## config.mk

```make
export PLATFORM = sky130hd
export DESIGN_NAME = slurm16_cpu_writeback_tracker_flat
export DESIGN_NICKNAME = d
export VERILOG_FILES = /design/src/rtl/slurm16_cpu_writeback_tracker_pkg.sv /design/src/rtl/slurm16_cpu_writeback_tracker_if.sv /design/src/rtl/slurm16_cpu_wb_dest_decode.sv /design/src/rtl/slurm16_cpu_writeback_tracker.sv /design/src/flat_wrapper.sv
export SDC_FILE = /design/constraint.sdc
export NUM_CORES = 1
export LEC_CHECK = 0
export BUFFER_PORTS_ARGS = -buffer_cell sky130_fd_sc_hd__buf_2
export CAP_MARGIN = 20
export CORE_ASPECT_RATIO = 1.25
export CORE_MARGIN = 10
export CORE_UTILIZATION = 45
export CTS_CLUSTER_SIZE = 12
export DETAILED_ROUTE_END_ITERATION = 12
export GPL_ROUTABILITY_DRIVEN = 0
export PLACE_DENSITY = 0.78
export SLEW_MARGIN = 20
export SYNTH_ARGS = -nofsm -noshare
export SYNTH_HDL_FRONTEND = slang
export SYNTH_HIERARCHICAL = 1
export SYNTH_SLANG_ARGS = --single-unit
```

## constraint.sdc

```tcl
create_clock -name CLK -period 1.7 [get_ports CLK]
set_input_delay 0.34 -clock CLK [delete_from_list [all_inputs] [get_ports CLK]]
set_output_delay 0.34 -clock CLK [all_outputs]
set_load 0.03 [all_outputs]
```

## src/rtl/slurm16_cpu_writeback_tracker_pkg.sv

```systemverilog
// +----------------------------------------------------------------------------+
// | slurm16_cpu_writeback_tracker_pkg                                          |
// | Shared instruction classes, decode helpers and writeback entry type.       |
// | Revision: 1.0                                                              |
// +----------------------------------------------------------------------------+
`default_nettype none

package slurm16_cpu_writeback_tracker_pkg;

    localparam int INS_BITS     = 16;
    localparam int REG_SEL_BITS = 4;
    localparam int REG_COUNT    = 16;

    localparam logic [REG_SEL_BITS-1:0] LINK_REGISTER = 4'd15;

    // Instruction classes; '?' bits are don't-care when matched with casez.
    localparam logic [INS_BITS-1:0] INSTRUCTION_CASEX_NOP              = 16'b0000_0000_0000_0000;
    localparam logic [INS_BITS-1:0] INSTRUCTION_CASEX_RET_IRET         = 16'b0000_0001_????_????;
    localparam logic [INS_BITS-1:0] INSTRUCTION_CASEX_ALUOP_SINGLE_REG = 16'b0000_0100_????_????;
    localparam logic [INS_BITS-1:0] INSTRUCTION_CASEX_ALUOP_REG_REG    = 16'b0010_????_????_????;
    localparam logic [INS_BITS-1:0] INSTRUCTION_CASEX_ALUOP_REG_IMM    = 16'b0011_????_????_????;
    localparam logic [INS_BITS-1:0] INSTRUCTION_CASEX_BRANCH           = 16'b0100_????_????_????;
    localparam logic [INS_BITS-1:0] INSTRUCTION_CASEX_PEEK_POKE        = 16'b0101_????_????_????;
    localparam logic [INS_BITS-1:0] INSTRUCTION_CASEX_LOAD_STORE       = 16'b1???_????_????_????;

    typedef struct packed {
        logic                    valid;
        logic [REG_SEL_BITS-1:0] dest;
        logic                    is_mem;
    } wb_entry_t;

    localparam int        WB_VALID_BITS = 1;
    localparam int        WB_DEST_BITS  = REG_SEL_BITS;
    localparam int        WB_MEM_BITS   = 1;
    localparam int        WB_ENTRY_BITS = WB_VALID_BITS + WB_DEST_BITS + WB_MEM_BITS;
    localparam wb_entry_t WB_BUBBLE     = '0;

    function automatic logic [REG_SEL_BITS-1:0] reg_dest_from_ins(input logic [INS_BITS-1:0] ins);
        return ins[7:4];
    endfunction

    function automatic logic [REG_SEL_BITS-1:0] reg_src_from_ins(input logic [INS_BITS-1:0] ins);
        return ins[3:0];
    endfunction

    // Bit 12 separates loads from stores inside the load/store class.
    function automatic logic is_load_from_ins(input logic [INS_BITS-1:0] ins);
        return ins[12];
    endfunction

    function automatic logic is_peek_from_ins(input logic [INS_BITS-1:0] ins);
        return ins[8];
    endfunction

    function automatic logic is_link_from_ins(input logic [INS_BITS-1:0] ins);
        return ins[8];
    endfunction

endpackage

`default_nettype wire

```

## src/rtl/slurm16_cpu_writeback_tracker_if.sv

```systemverilog
// +----------------------------------------------------------------------------+
// | slurm16_cpu_writeback_tracker_if                                           |
// | Pipeline-side bus of the writeback tracker. Optional: SLURM16_WB_STALL_STATS_EN |
// | Revision: 1.0                                                              |
// +----------------------------------------------------------------------------+
`default_nettype none

interface slurm16_cpu_writeback_tracker_if;
    import slurm16_cpu_writeback_tracker_pkg::*;

    logic [INS_BITS-1:0]     instruction;
    logic                    ins_valid;
    logic                    stall;
    logic                    flush;
    logic [REG_SEL_BITS-1:0] hazard_regA_sel;
    logic [REG_SEL_BITS-1:0] hazard_regB_sel;
    logic [REG_SEL_BITS-1:0] wr_sel;
    logic                    wr_en;
    logic                    hazard_stall;
    logic [REG_COUNT-1:0]    pending_mask;
`ifdef SLURM16_WB_STALL_STATS_EN
    logic [15:0]             stall_count;
`endif

    modport master (
        output instruction, ins_valid, stall, flush, hazard_regA_sel, hazard_regB_sel,
        input  wr_sel, wr_en, hazard_stall, pending_mask
`ifdef SLURM16_WB_STALL_STATS_EN
        , input stall_count
`endif
    );

    modport slave (
        input  instruction, ins_valid, stall, flush, hazard_regA_sel, hazard_regB_sel,
        output wr_sel, wr_en, hazard_stall, pending_mask
`ifdef SLURM16_WB_STALL_STATS_EN
        , output stall_count
`endif
    );

endinterface

`default_nettype wire

```

## src/rtl/slurm16_cpu_wb_dest_decode.sv

```systemverilog
// +----------------------------------------------------------------------------+
// | slurm16_cpu_wb_dest_decode                                                 |
// | Instruction -> destination-register write intent {valid, dest, is_mem}.    |
// | Revision: 1.0                                                              |
// +----------------------------------------------------------------------------+
`default_nettype none

module slurm16_cpu_wb_dest_decode
    import slurm16_cpu_writeback_tracker_pkg::*;
(
    input  logic [INS_BITS-1:0] instruction,
    output wb_entry_t           entry
);

    always_comb begin
        entry = WB_BUBBLE;
        casez (instruction)
            INSTRUCTION_CASEX_NOP, INSTRUCTION_CASEX_RET_IRET: begin
                entry = WB_BUBBLE;
            end
            INSTRUCTION_CASEX_ALUOP_SINGLE_REG: begin
                entry = '{valid: 1'b1, dest: reg_src_from_ins(instruction), is_mem: 1'b0};
            end
            INSTRUCTION_CASEX_ALUOP_REG_REG, INSTRUCTION_CASEX_ALUOP_REG_IMM: begin
                entry = '{valid: 1'b1, dest: reg_dest_from_ins(instruction), is_mem: 1'b0};
            end
            INSTRUCTION_CASEX_LOAD_STORE: begin
                if (is_load_from_ins(instruction))
                    entry = '{valid: 1'b1, dest: reg_dest_from_ins(instruction), is_mem: 1'b1};
            end
            INSTRUCTION_CASEX_PEEK_POKE: begin
                if (is_peek_from_ins(instruction))
                    entry = '{valid: 1'b1, dest: reg_dest_from_ins(instruction), is_mem: 1'b1};
            end
            INSTRUCTION_CASEX_BRANCH: begin
                if (is_link_from_ins(instruction))
                    entry = '{valid: 1'b1, dest: LINK_REGISTER, is_mem: 1'b0};
            end
            default: begin
                entry = WB_BUBBLE;
            end
        endcase
        // r0 is hardwired zero, so a write to it is no write at all.
        if (entry.dest == '0)
            entry = WB_BUBBLE;
    end

endmodule

`default_nettype wire

```

## src/rtl/slurm16_cpu_writeback_tracker.sv

```systemverilog
// +----------------------------------------------------------------------------+
// | slurm16_cpu_writeback_tracker                                              |
// | Tracks write intents S2..S4, drives writeback, flags load-use hazards.     |
// | Optional feature macro: SLURM16_WB_STALL_STATS_EN (adds stall_count).      |
// | Revision: 1.0                                                              |
// +----------------------------------------------------------------------------+
`default_nettype none

module slurm16_cpu_writeback_tracker
    import slurm16_cpu_writeback_tracker_pkg::*;
#(
    parameter int BITS          = 16,
    parameter int REGISTER_BITS = 4,
    parameter int NUM_REGS      = 16
) (
    input  logic                           CLK,
    input  logic                           RST,
    slurm16_cpu_writeback_tracker_if.slave bus
);

    logic [BITS-1:0]          slot_ins;
    wb_entry_t                decoded;
    wb_entry_t                slot_entry;
    wb_entry_t                s2;
    wb_entry_t                s3;
    wb_entry_t                s4;
    logic [NUM_REGS-1:0]      mask;
    logic [REGISTER_BITS-1:0] sel_a;
    logic [REGISTER_BITS-1:0] sel_b;
    logic                     hazard;

    assign slot_ins = bus.instruction;
    assign sel_a    = bus.hazard_regA_sel;
    assign sel_b    = bus.hazard_regB_sel;

    slurm16_cpu_wb_dest_decode u_dest_decode (
        .instruction (slot_ins),
        .entry       (decoded)
    );

    assign slot_entry = bus.ins_valid ? decoded : WB_BUBBLE;

    // Flush outranks stall; the S3 entry on a flush is the branch itself and retires.
    always_ff @(posedge CLK or posedge RST) begin
        if (RST) begin
            s2 <= WB_BUBBLE;
            s3 <= WB_BUBBLE;
            s4 <= WB_BUBBLE;
        end else if (bus.flush) begin
            s2 <= WB_BUBBLE;
            s3 <= WB_BUBBLE;
            s4 <= s3;
        end else if (bus.stall) begin
            s4 <= WB_BUBBLE;
        end else begin
            s2 <= slot_entry;
            s3 <= s2;
            s4 <= s3;
        end
    end

    assign bus.wr_en  = s4.valid;
    assign bus.wr_sel = s4.valid ? s4.dest : '0;

    always_comb begin
        mask = '0;
        if (s2.valid) mask[s2.dest] = 1'b1;
        if (s3.valid) mask[s3.dest] = 1'b1;
        if (s4.valid) mask[s4.dest] = 1'b1;
        mask[0] = 1'b0;
    end

    assign bus.pending_mask = mask;

    // Only memory results still in S2/S3 cannot be forwarded in time.
    function automatic logic load_blocks(input wb_entry_t e, input logic [REGISTER_BITS-1:0] sel);
        return e.valid && e.is_mem && (sel != '0) && (e.dest == sel);
    endfunction

    assign hazard = load_blocks(s2, sel_a) || load_blocks(s3, sel_a) ||
                    load_blocks(s2, sel_b) || load_blocks(s3, sel_b);

    assign bus.hazard_stall = hazard;

`ifdef SLURM16_WB_STALL_STATS_EN
    logic [15:0] stall_count;

    always_ff @(posedge CLK or posedge RST) begin
        if (RST)
            stall_count <= '0;
        else if (hazard && (stall_count != 16'hFFFF))
            stall_count <= stall_count + 16'd1;
    end

    assign bus.stall_count = stall_count;
`endif

endmodule

`default_nettype wire

```

## src/flat_wrapper.sv

```systemverilog
// flat-port wrapper written by rule: the top's interface ports become plain ports
module slurm16_cpu_writeback_tracker_flat import slurm16_cpu_writeback_tracker_pkg::*;
#(
    parameter int BITS          = 16,
    parameter int REGISTER_BITS = 4,
    parameter int NUM_REGS      = 16
)
  (CLK, RST, bus_instruction, bus_ins_valid, bus_stall, bus_flush, bus_hazard_regA_sel, bus_hazard_regB_sel, bus_wr_sel, bus_wr_en, bus_hazard_stall, bus_pending_mask);
  slurm16_cpu_writeback_tracker_if bus_i ();
  input  logic CLK;
  input  logic RST;
  input wire logic [$bits(bus_i.instruction)-1:0] bus_instruction;
  input wire logic [$bits(bus_i.ins_valid)-1:0] bus_ins_valid;
  input wire logic [$bits(bus_i.stall)-1:0] bus_stall;
  input wire logic [$bits(bus_i.flush)-1:0] bus_flush;
  input wire logic [$bits(bus_i.hazard_regA_sel)-1:0] bus_hazard_regA_sel;
  input wire logic [$bits(bus_i.hazard_regB_sel)-1:0] bus_hazard_regB_sel;
  output wire logic [$bits(bus_i.wr_sel)-1:0] bus_wr_sel;
  output wire logic [$bits(bus_i.wr_en)-1:0] bus_wr_en;
  output wire logic [$bits(bus_i.hazard_stall)-1:0] bus_hazard_stall;
  output wire logic [$bits(bus_i.pending_mask)-1:0] bus_pending_mask;
  assign bus_i.instruction = bus_instruction;
  assign bus_i.ins_valid = bus_ins_valid;
  assign bus_i.stall = bus_stall;
  assign bus_i.flush = bus_flush;
  assign bus_i.hazard_regA_sel = bus_hazard_regA_sel;
  assign bus_i.hazard_regB_sel = bus_hazard_regB_sel;
  assign bus_wr_sel = bus_i.wr_sel;
  assign bus_wr_en = bus_i.wr_en;
  assign bus_hazard_stall = bus_i.hazard_stall;
  assign bus_pending_mask = bus_i.pending_mask;
  slurm16_cpu_writeback_tracker #(.BITS(BITS), .REGISTER_BITS(REGISTER_BITS), .NUM_REGS(NUM_REGS)) u_core (.CLK(CLK), .RST(RST), .bus(bus_i));
endmodule
```

==> summary.txt <==
Synthesized flop and latch total: 17
Critical Path RT: 1.36 ns
Failing checks: negative setup slack
Cts hold-fix bufs: 0
Num Clock Sinks: 17
CP endpoint kind: output port
Routed len/inst: 16.3 µm
Critical path's top delay family: simple AND/OR/NAND/NOR gates
Cts bufs inserted: 3
Post-Place Cells: 295
Crit start category: flop
Area added between synthesis and finish: 45.4%
Die area: 6290 µm²
First-pass GRT wire length: 8110 µm
Post-Syn Nets: 232
Seq pwr share: 46.8%
Sw Share: 26.5%
CP bufs+invs: 1
Asr flop ratio synth: 100%
Layout fillers: 254
Combinational family with the most area after synthesis: simple AND/OR/NAND/NOR gates
CP max stage cell: dfrtp_1
Post-route cell area: 2300 µm²
Via density per instance: 5.84
Seq/Total Area, Yosys: 26.9%
Drt drc: 0
Worst clock skew: 0.00249 ns
Final WS setup: -0.289 ns
Rel. slew slack: 58.8%
Hold Path Class: in -> async
Comb power frac: 21.9%
Post-route ant nets: 0
Starting Density: 46.1%
Slew Limit Fails: 0
Predominant post-synthesis flop cell: dfrtp_1
Synth Area in Adders: 0%
I/O pin count: 51
Reg clk slew, reported paths: 0.06 ns
Reg area: 437 µm²
Simple-gate share of the synthesized area: 38.4%
Synth Area in Compound Gates: 15.4%
Core Area: 3420 µm²
DP Area: 1890 µm²
Detailed placement HPWL: 3500 µm
Leakage: 1.18 nW
Net Switching: 0.241 mW
Distinct cells, synth: 41
Gr ovfl total: 0
Utilization after layout: 67.1%
Crit Path Class: reg -> out
CTS tree: yes
Final critical-path share of the clock period: 117%
Post-synth EDFFs: 0
Internal power: 0.670 mW
H-tree Lvls: 1
Die Ht: 86.2 µm
Vias in the first global route: 1865
Actual slew at the worst max-slew pin: 0.617 ns
RSZ-0062 raised after global routing: true
Final Setup Violations: 14
Status: complete, but fails checks
Largest net degree at the start of global routing: 20
Clk root buf: clkbuf_8
Clk pwr share: 31.3%
Initial drt markers: 99
Ys Warns: 6
Fin cells: 312
F_max: 503 MHz
Mux cell area share after synthesis: 4.44%
Multi-input logic area: 1190 µm²
Maxcap violations: 0
Total number of vias: 1821
Critical path arrival: 1.65 ns
Cell area power density: 397 nW/µm²
Minimum clock period: 1.99 ns
Chip Width: 73.0 µm
Initial antenna violation count: 0
Worst path cell trace: xor2_1 > nor4_1 > o21ai_1 > nand4_1 > buf_6
DRT Wirelength: 5100 µm
GRT Overall Usage: 15.2%
Worst path max stage delay: 0.42 ns
IR drop worst, VDD: 0.000342 V
CTS Buffer Depth: 2
Ant diodes: 0
FP Rows: 24
Gate Count Post-Synth: 203
Worst Path Max Fanout: 3
Port Buffer Count: 49
Syn_area_per_cell: 7.78 µm²
Share of cells above drive strength 1: 48.7%
Final hold violation count: 0
Nets: 303
Post-Synth XOR/XNOR Area: 6.66%
Clock Latency Late Sink: 0.24 ns
Initial DRT Pass Iterations: 4
Post-Syn Area: 1580 µm²
-- layout by cell type, fill, tap and decap left out, types with 5 or more instances in the layout --
cell,instances
nor2_1,23
dfrtp_2,9
nor2b_4,5
nor4_1,5
buf_2,37
nor3_1,7
nand3_1,5
buf_4,23
mux2i_1,7
xor2_1,12
dfrtp_1,8
and2_1,9
buf_6,18
a21oi_1,7
nand2_1,33
-- cell families after synthesis --
kind of cell    count (synthesis)
buf+inv                        16
simple gates                  118
mux                             7
other cells                     1
flops                          17
compound gates                 32
xor+xnor                       12
-- final cells by class --
cell class	count	share of cell area (%)
tap	39	2.13
multi-input combinational	170	51.8
sequential	17	19.0
inverter	4	0.654
clock buffer	4	1.96
timing repair buffer	78	24.4
-- sequential cells by signal, summed over array words and instances, names as in the netlist --
| signal | cells |
|---|---|
| u_core/bus.wr_en | 1 |
| u_core/s2 | 6 |
| u_core/s3 | 6 |
| u_core/s4 | 4 |
-- what timing repair did --
item,CTS,global route
resized for setup,49,30
setup buffers,12,2
endpoints found under the setup margin,16,16
hold endpoints to repair,0,0
pin swaps,20,17
-- synth_stat cells, types with 2 or more instances --
cell	instances	area, µm²
inv_1	4	15.0
nor3_1	7	35.0
and2_1	11	68.8
and3_1	2	12.5
and2_2	2	15.0
buf_6	7	78.8
a221o_2	2	22.5
o21ai_1	4	20.0
dfrtp_1	17	425
nor2_1	26	97.6
xor2_1	12	105
mux2i_1	7	70.1
buf_4	3	22.5
nor4_1	5	31.3
nor3b_1	3	22.5
nor2b_1	7	43.8
a21oi_1	7	35.0
a32oi_1	6	52.6
a22oi_1	7	52.6
nand2_1	35	131
nand3_1	8	40.0
a221oi_2	2	30.0
-- worst register-to-register path, delay by kind of cell, from the launching register on --
| family | cells | cell delay (ns) |
|---|---|---|
| flops | 1 | 0.46 |
| simple gates | 1 | 0.06 |
| buf+inv | 3 | 0.38 |
| mux | 1 | 0.11 |
-- through the flow --
step	worst slack [ns]	TNS, ns	total power, mW	hold slack, ns
finish	-0.289	-1.83	0.911	0.163
global route	-0.346	-2.70	0.972	0.219
CTS	-0.145	-1.40	0.913	0.179
detailed placement	-0.0300	-0.0451	0.610	0.445
global placement	0.0131	0	0.605	0.441
floorplan	0.00663	0	0.537	0.266
-- path summary, 6_finish.rpt --
check	start	to	slack [ns]	cells after the start
setup reg to reg	u_core/s2[4]	u_core/s3[4]	0.56	5
hold reg to reg	u_core/s3[0]	u_core/s3[0]	0.55	2
hold / removal	RST	u_core/s2[0]	0.16	2
max in group asynchronous	RST	u_core/s3[5]	1.10	2
min in group CLK	bus_flush	u_core/s3[2]	0.43	2
setup / recovery	u_core/s3[3]	bus_hazard_stall	-0.29	5
-- per-layer routing --
layer  routed length [µm]  global-route usage [%]  vias up
li1                     -                       -      856
met1                 1810                    14.9      842
met2                 2680                    28.7      101
met3                  442                    4.81       22
met4                  165                    4.67        0
met5                    0                       0        -
-- power groups by stage --
| stage | sequential, mW | clock, mW | combinational [mW] |
|---|---|---|---|
| 2_1_floorplan | 0.426 | 0 | 0.111 |
| 3_3_place_gp | 0.431 | 0 | 0.174 |
| 3_5_place_dp | 0.432 | 0 | 0.178 |
| 4_1_cts | 0.425 | 0.295 | 0.192 |
| 5_1_grt | 0.427 | 0.323 | 0.222 |
| 6_report | 0.426 | 0.285 | 0.199 |
Note: power is estimated with default switching activity, not from simulation.
